==> src/rtl/instr_buffer_pkg.sv <==
// rtl/instr_buffer_pkg.sv - shared packet types and buffer sizing for the instruction buffer
package instr_buffer_pkg;

`ifndef IB_SZ
`define IB_SZ 8
`endif

    localparam int IB_SZ = `IB_SZ;

    typedef struct packed {
        logic [31:0] PC;
        logic [31:0] inst;
        logic [4:0]  dest_reg_idx;
        logic        valid;
    } DP_PACKET;

    typedef struct packed {
        logic        squash_valid;
        logic [31:0] squash_pc;
    } SQUASH_PACKET;

    // Pointer width that stays legal for a degenerate single-entry depth.
    function automatic int ptr_bits(input int depth);
        return (depth > 1) ? $clog2(depth) : 1;
    endfunction

endpackage

==> src/rtl/instr_buffer_if.sv <==
// rtl/instr_buffer_if.sv - decode/dispatch handshake bundle around the instruction buffer
interface instr_buffer_if import instr_buffer_pkg::*; #(
    parameter int DEPTH = IB_SZ
) ();
    DP_PACKET                     id_ib_packet;
    logic                         id_ib_valid;
    logic                         ib_id_ready;
    logic                         rob_dp_available;
    logic                         rs_dp_available;
    logic                         squash_valid;
    DP_PACKET                     ib_dp_packet;
    logic                         ib_dp_valid;
    logic [$clog2(DEPTH+1)-1:0]   ib_count;

    modport master (
        output id_ib_packet, id_ib_valid, rob_dp_available, rs_dp_available, squash_valid,
        input  ib_id_ready, ib_dp_packet, ib_dp_valid, ib_count
    );

    modport slave (
        input  id_ib_packet, id_ib_valid, rob_dp_available, rs_dp_available, squash_valid,
        output ib_id_ready, ib_dp_packet, ib_dp_valid, ib_count
    );
endinterface

==> src/rtl/instr_buffer_ib_ptr.sv <==
// rtl/instr_buffer_ib_ptr.sv - wrapping head/tail pointer register for non power-of-two depths
module ib_ptr import instr_buffer_pkg::*; #(
    parameter int DEPTH = IB_SZ
) (
    input  logic                        clock,
    input  logic                        reset,
    input  logic                        i_adv,
    input  logic                        i_clr,
    output logic [ptr_bits(DEPTH)-1:0]  o_ptr
);
    localparam int            PW   = ptr_bits(DEPTH);
    localparam logic [PW-1:0] LAST = PW'(DEPTH - 1);

    logic [PW-1:0] r_ptr;

    always_ff @(posedge clock) begin
        if (!reset || i_clr) begin
            r_ptr <= '0;
        end else if (i_adv) begin
            r_ptr <= (r_ptr == LAST) ? '0 : r_ptr + 1'b1;
        end
    end

    assign o_ptr = r_ptr;
endmodule

==> src/rtl/instr_buffer.sv <==
// rtl/instr_buffer.sv - circular decode-to-dispatch buffer with squash flush
// Optional same-cycle empty-buffer bypass: define IB_BYPASS_EN.
module instr_buffer import instr_buffer_pkg::*; #(
    parameter int IB_DEPTH = IB_SZ
) (
    input  logic           clock,
    input  logic           reset,
    instr_buffer_if.slave  ib
);
    localparam int            PW   = ptr_bits(IB_DEPTH);
    localparam int            CW   = $clog2(IB_DEPTH + 1);
    localparam logic [CW-1:0] FULL = CW'(IB_DEPTH);

    DP_PACKET      r_entries [IB_DEPTH];
    logic [CW-1:0] r_count;
    logic [PW-1:0] w_head;
    logic [PW-1:0] w_tail;
    logic          w_ready;
    logic          w_stored;
    logic          w_bypass;
    logic          w_valid;
    logic          w_deq;
    logic          w_enq_eff;
    logic          w_deq_eff;
    DP_PACKET      w_pkt;

    assign w_ready  = (r_count != FULL);
    assign w_stored = (r_count != '0);

`ifdef IB_BYPASS_EN
    assign w_bypass = !w_stored && ib.id_ib_valid && !ib.squash_valid;
`else
    assign w_bypass = 1'b0;
`endif

    assign w_valid = w_stored || w_bypass;
    assign w_pkt   = w_stored ? r_entries[w_head] : (w_bypass ? ib.id_ib_packet : '0);
    assign w_deq   = w_valid && ib.rob_dp_available && ib.rs_dp_available;

    // A bypassed packet that dispatches immediately never occupies a slot.
    assign w_enq_eff = ib.id_ib_valid && w_ready && !(w_bypass && w_deq);
    assign w_deq_eff = w_deq && w_stored;

    ib_ptr #(.DEPTH(IB_DEPTH)) u_head (
        .clock (clock),
        .reset (reset),
        .i_adv (w_deq_eff),
        .i_clr (ib.squash_valid),
        .o_ptr (w_head)
    );

    ib_ptr #(.DEPTH(IB_DEPTH)) u_tail (
        .clock (clock),
        .reset (reset),
        .i_adv (w_enq_eff),
        .i_clr (ib.squash_valid),
        .o_ptr (w_tail)
    );

    always_ff @(posedge clock) begin
        if (!reset || ib.squash_valid) begin
            for (int i = 0; i < IB_DEPTH; i++) begin
                r_entries[i] <= '0;
            end
        end else begin
            if (w_deq_eff) begin
                r_entries[w_head] <= '0;
            end
            if (w_enq_eff) begin
                r_entries[w_tail] <= ib.id_ib_packet;
            end
        end
    end

    always_ff @(posedge clock) begin
        if (!reset || ib.squash_valid) begin
            r_count <= '0;
        end else begin
            case ({w_enq_eff, w_deq_eff})
                2'b10:   r_count <= r_count + 1'b1;
                2'b01:   r_count <= r_count - 1'b1;
                default: r_count <= r_count;
            endcase
        end
    end

    assign ib.ib_id_ready  = w_ready;
    assign ib.ib_dp_valid  = w_valid;
    assign ib.ib_dp_packet = w_pkt;
    assign ib.ib_count     = r_count;
endmodule

==> src/flat_wrapper.sv <==
// flat-port wrapper written by rule: the top's interface ports become plain ports
module instr_buffer_flat import instr_buffer_pkg::*;
#(
    parameter int IB_DEPTH = IB_SZ
)
  (clock, reset, ib_id_ib_packet, ib_id_ib_valid, ib_rob_dp_available, ib_rs_dp_available, ib_squash_valid, ib_ib_id_ready, ib_ib_dp_packet, ib_ib_dp_valid, ib_ib_count);
  instr_buffer_if #(.DEPTH((8))) ib_i ();
  input  logic clock;
  input  logic reset;
  input wire logic [$bits(ib_i.id_ib_packet)-1:0] ib_id_ib_packet;
  input wire logic [$bits(ib_i.id_ib_valid)-1:0] ib_id_ib_valid;
  input wire logic [$bits(ib_i.rob_dp_available)-1:0] ib_rob_dp_available;
  input wire logic [$bits(ib_i.rs_dp_available)-1:0] ib_rs_dp_available;
  input wire logic [$bits(ib_i.squash_valid)-1:0] ib_squash_valid;
  output wire logic [$bits(ib_i.ib_id_ready)-1:0] ib_ib_id_ready;
  output wire logic [$bits(ib_i.ib_dp_packet)-1:0] ib_ib_dp_packet;
  output wire logic [$bits(ib_i.ib_dp_valid)-1:0] ib_ib_dp_valid;
  output wire logic [$bits(ib_i.ib_count)-1:0] ib_ib_count;
  assign ib_i.id_ib_packet = ib_id_ib_packet;
  assign ib_i.id_ib_valid = ib_id_ib_valid;
  assign ib_i.rob_dp_available = ib_rob_dp_available;
  assign ib_i.rs_dp_available = ib_rs_dp_available;
  assign ib_i.squash_valid = ib_squash_valid;
  assign ib_ib_id_ready = ib_i.ib_id_ready;
  assign ib_ib_dp_packet = ib_i.ib_dp_packet;
  assign ib_ib_dp_valid = ib_i.ib_dp_valid;
  assign ib_ib_count = ib_i.ib_count;
  instr_buffer #(.IB_DEPTH(IB_DEPTH)) u_core (.clock(clock), .reset(reset), .ib(ib_i));
endmodule
==> config.mk <==
export PLATFORM = sky130hd
export DESIGN_NAME = instr_buffer_flat
export DESIGN_NICKNAME = d
export VERILOG_FILES = /design/src/rtl/instr_buffer_pkg.sv /design/src/rtl/instr_buffer_if.sv /design/src/rtl/instr_buffer_ib_ptr.sv /design/src/rtl/instr_buffer.sv /design/src/flat_wrapper.sv
export SDC_FILE = /design/constraint.sdc
export NUM_CORES = 1
export LEC_CHECK = 0
export ABC_CLOCK_PERIOD_IN_PS = 15600
export CAP_MARGIN = 20
export CORE_MARGIN = 3
export CORE_UTILIZATION = 52
export DETAILED_ROUTE_END_ITERATION = 10
export GPL_TIMING_DRIVEN = 0
export PLACE_DENSITY = 0.71
export SLEW_MARGIN = 40
export SYNTH_ARGS = -nofsm -noshare
export SYNTH_HDL_FRONTEND = slang
export SYNTH_HIERARCHICAL = 1
export SYNTH_SLANG_ARGS = --single-unit
==> constraint.sdc <==
create_clock -name clock -period 15.6 [get_ports clock]
set_input_delay 3.9 -clock clock [delete_from_list [all_inputs] [get_ports clock]]
set_output_delay 3.9 -clock clock [all_outputs]
set_load 0.05 [all_outputs]
==> flow_summary_export.csv <==
group,metric,value,unit
power,power_frac_comb,6.3,%
worst_setup_path,cp-start-kind,"register",
synthesis,syn_nets,1948,
worst_setup_path,worstSetupEndpointType,"output port",
synthesis,synthFlopType,"edfxtp_1",
global_route,gr-total-overflow,0,
synthesis,synth_seq_cells,570,
power,seqPwrFrac,53.5,%
floorplanning,die-height,229,um
layout,final_cell_mix,"edfxtp_1, and2_1, nor2_1",
placement,dp_hpwl,54000,um
hold_path,worstHoldPathCells,2,
hold_path,min_from,"u_core/u_head/o_ptr[0]$_SDFFE_PP0P_",
synthesis,syn_area,25900,um2
power,switching_share,21.8,%
clock_network,clk_latency,0.63,ns
layout,mostFrequentLayoutCell,"edfxtp_1",
worst_setup_path,worstPathArrival,4.45,ns
clock_network,cts.clk_slew.worst_paths,0.06,ns
clock_network,cts_max_path_buffers,3,
drt,drt_iter0_drc,2742,
worst_setup_path,cp-startpoint,"u_core/u_head/o_ptr[2]$_SDFFE_PP0P_",
worst_setup_path,reg2reg_depth,11,
global_route,antenna_found_initial,2,
floorplanning,die_w,229,um
timing,fin_crit_sh,53.5,%
clock_network,ctsResizeCount,0,
timing,finalHoldViolCount,0,
floorplanning,ios,152,
power,ir_drop,92.1,uV
synthesis,syn_inst,1864,
worst_setup_path,critPathKind,"reg -> out",
worst_setup_path,reg2reg_to,"u_core/r_entries[5][41]$_SDFFCE_PN0P_",
timing,fin_hold_ws,0.529,ns
global_route,gr-usage-all-layers,31.9,%
timing,slew_headroom,35.7,%
outcome,outcome,"completed",
power,p_leak,11.3,nW
power,p_int,2.58,mW
layout,nets,2194,
drt,post_drt_wl_per_cell,30.0,um
timing,max_freq,120,MHz
synthesis,synth_seq_area_share,65.6,%
synthesis,avgSynthCellArea,13.9,um2
layout,drive_gt1_share,14.9,%
hold_path,min_path_type,"reg -> reg",
worst_setup_path,r2r-start,"u_core/u_head/o_ptr[2]$_SDFFE_PP0P_",
clock_network,cts_sinks,570,
floorplanning,initial_core_util,52.8,%
drt,routed_wl,84500,um
timing,worst_slew_pin_slew,0.964,ns
drt,postRouteAntennaNets,0,
clock_network,cts_root_buf,"clkbuf_16",
placement,gp_congestion,0.890,
clock_network,cts_tree,"yes",
drt,vias,17785,
floorplanning,rows,81,
job,drv_cap,0,
floorplanning,core,49200,um2
drt,via_per_inst,6.32,
clock_network,cts-buffers-inserted,59,
global_route,grt_pass1_vias,17237,
worst_setup_path,worstPathMaxFanout,10,
layout,area_delta_synth_final,18.7,%
timing,finalSetupViolCount,0,
synthesis,async_reset_ff_share,0,%
global_route,grt_pass1_wl,120000,um
synthesis,ys_warn_count,6,
timing,min_period,8.35,ns
hold_path,holdPathEnd,"u_core/u_head/o_ptr[0]$_SDFFE_PP0P_",
timing,finalClockSkew,0.0178,ns
worst_setup_path,ff2ff_setup_slack,11.43,ns
drt,drc,0,
layout,layout.cells.non_filler,2815,
drt,drt_pass1_iterations,6,
global_route,grt_start_max_net_pins,30,
synthesis,synthDistinctLibCells,49,
clock_network,post_cts_buffers,0,
clock_network,holdBufCountCts,0,
power,switchingPower,0.720,mW
placement,placed_cells,2713,
timing,slew_violations,0,
floorplanning,dieArea,52600,um2
synthesis,synth_edf_count,560,
power,powerDensity,107,nW/um2
clock_network,htree_levels,2,
timing,rsz0062_at_grt,"no",
power,p_clk_share,40.2,%
placement,port-buffer-count,151,
worst_setup_path,crit_required,11.70,ns
power by group through the flow:
stage	clock network [mW]	logic [mW]	registers, mW
6_report	1.32	0.208	1.76
5_1_grt	1.40	0.217	1.77
4_1_cts	1.33	0.206	1.76
3_5_place_dp	0	0.204	1.79
3_3_place_gp	0	0.182	1.81
2_1_floorplan	0	0.0943	1.80
per-layer routing:
layer  track usage [%]  up-vias  part of all wire [%]
met5                 0        -                 0.012
met4              16.0        2                   6.2
met3              8.41      313                    13
met2              47.8     1429                    44
met1              43.6     8732                    37
li1                  -     7309                     -
cell usage after synthesis, types with 15 or more instances:
library cell  number  area, um2
nand3_1           16       80.1
and2_1           468       2930
clkbuf_1          80        300
edfxtp_1         560      16800
o21ai_0           15       75.1
nand2_1           86        323
a221oi_1          38        333
buf_2             45        225
mux4_2            60       1350
mux2_2            47        529
mux2i_1           58        581
a22oi_1           42        315
a21oi_1           41        205
nor2_1           161        604
layout make-up:
cell class / count / area, um2
multi-input combinational: 1149 / 8400
sequential: 570 / 17000
clock inverter: 29 / 208
fill: 3643 / 18400
antenna: 1 / 2.50
buffer: 136 / 621
tap: 664 / 831
clock buffer: 72 / 1570
inverter: 9 / 33.8
timing repair buffer: 185 / 2120
sequential cells by signal, indices dropped and copies added, names as in the netlist:
register             flops
u_core/u_head/o_ptr      3
u_core/u_tail/o_ptr      3
u_core/r_entries       560
u_core/ib.ib_count       4
per-stage QoR:
| stage | utilization (%) | TNS (ns) | setup slack, ns | power [mW] | cell area [um2] |
|---|---|---|---|---|---|
| finish | 62.7 | 0 | 7.25 | 3.30 | 30800 |
| global route | 62.7 | 0 | 7.27 | 3.38 | 30800 |
| CTS | 62.7 | 0 | 7.42 | 3.30 | 30800 |
| detailed placement | 59.0 | 0 | 8.07 | 2.00 | 29000 |
| global placement | 57.5 | -30.92 | -0.399 | 1.99 | 28300 |
| floorplan | - | 0 | 6.04 | 1.89 | 25900 |
cells by family after synthesis:
| family | after synthesis | synth area share (%) |
|---|---|---|
| AND/OR/NAND/NOR | 766 | 16.2 |
| flip-flops | 570 | 65.6 |
| AO/OA/AOI/OAI | 208 | 5.81 |
| multiplexers | 165 | 9.49 |
| buffers and inverters | 145 | 2.39 |
| adder cells (fa/ha/maj) | 8 | 0.415 |
| XOR/XNOR | 2 | 0.0675 |
worst max path at each step:
stage	endpoint	slack [ns]	cells past startpoint
floorplan	u_core/r_entries[4][0]$_SDFFCE_PN0P_	6.04	2
detailed placement	ib_ib_dp_packet[55]	8.07	8
global route	ib_ib_dp_packet[55]	7.27	8
global placement	u_core/r_entries[4][40]$_SDFFCE_PN0P_	-0.40	3
finish	ib_ib_dp_packet[55]	7.25	8
CTS	ib_ib_dp_packet[55]	7.42	8
critical path: stages, from the launching register on:
cell and delay [ns]:
dfxtp_1 0.39, buf_2 0.26, buf_2 0.36, buf_2 0.52, buf_2 0.49, buf_2 0.49, nand2_1 0.09, a21oi_1 0.32
clkdlybuf4s50_1 0.87
No activity file was read; power rests on OpenSTA's default activity.
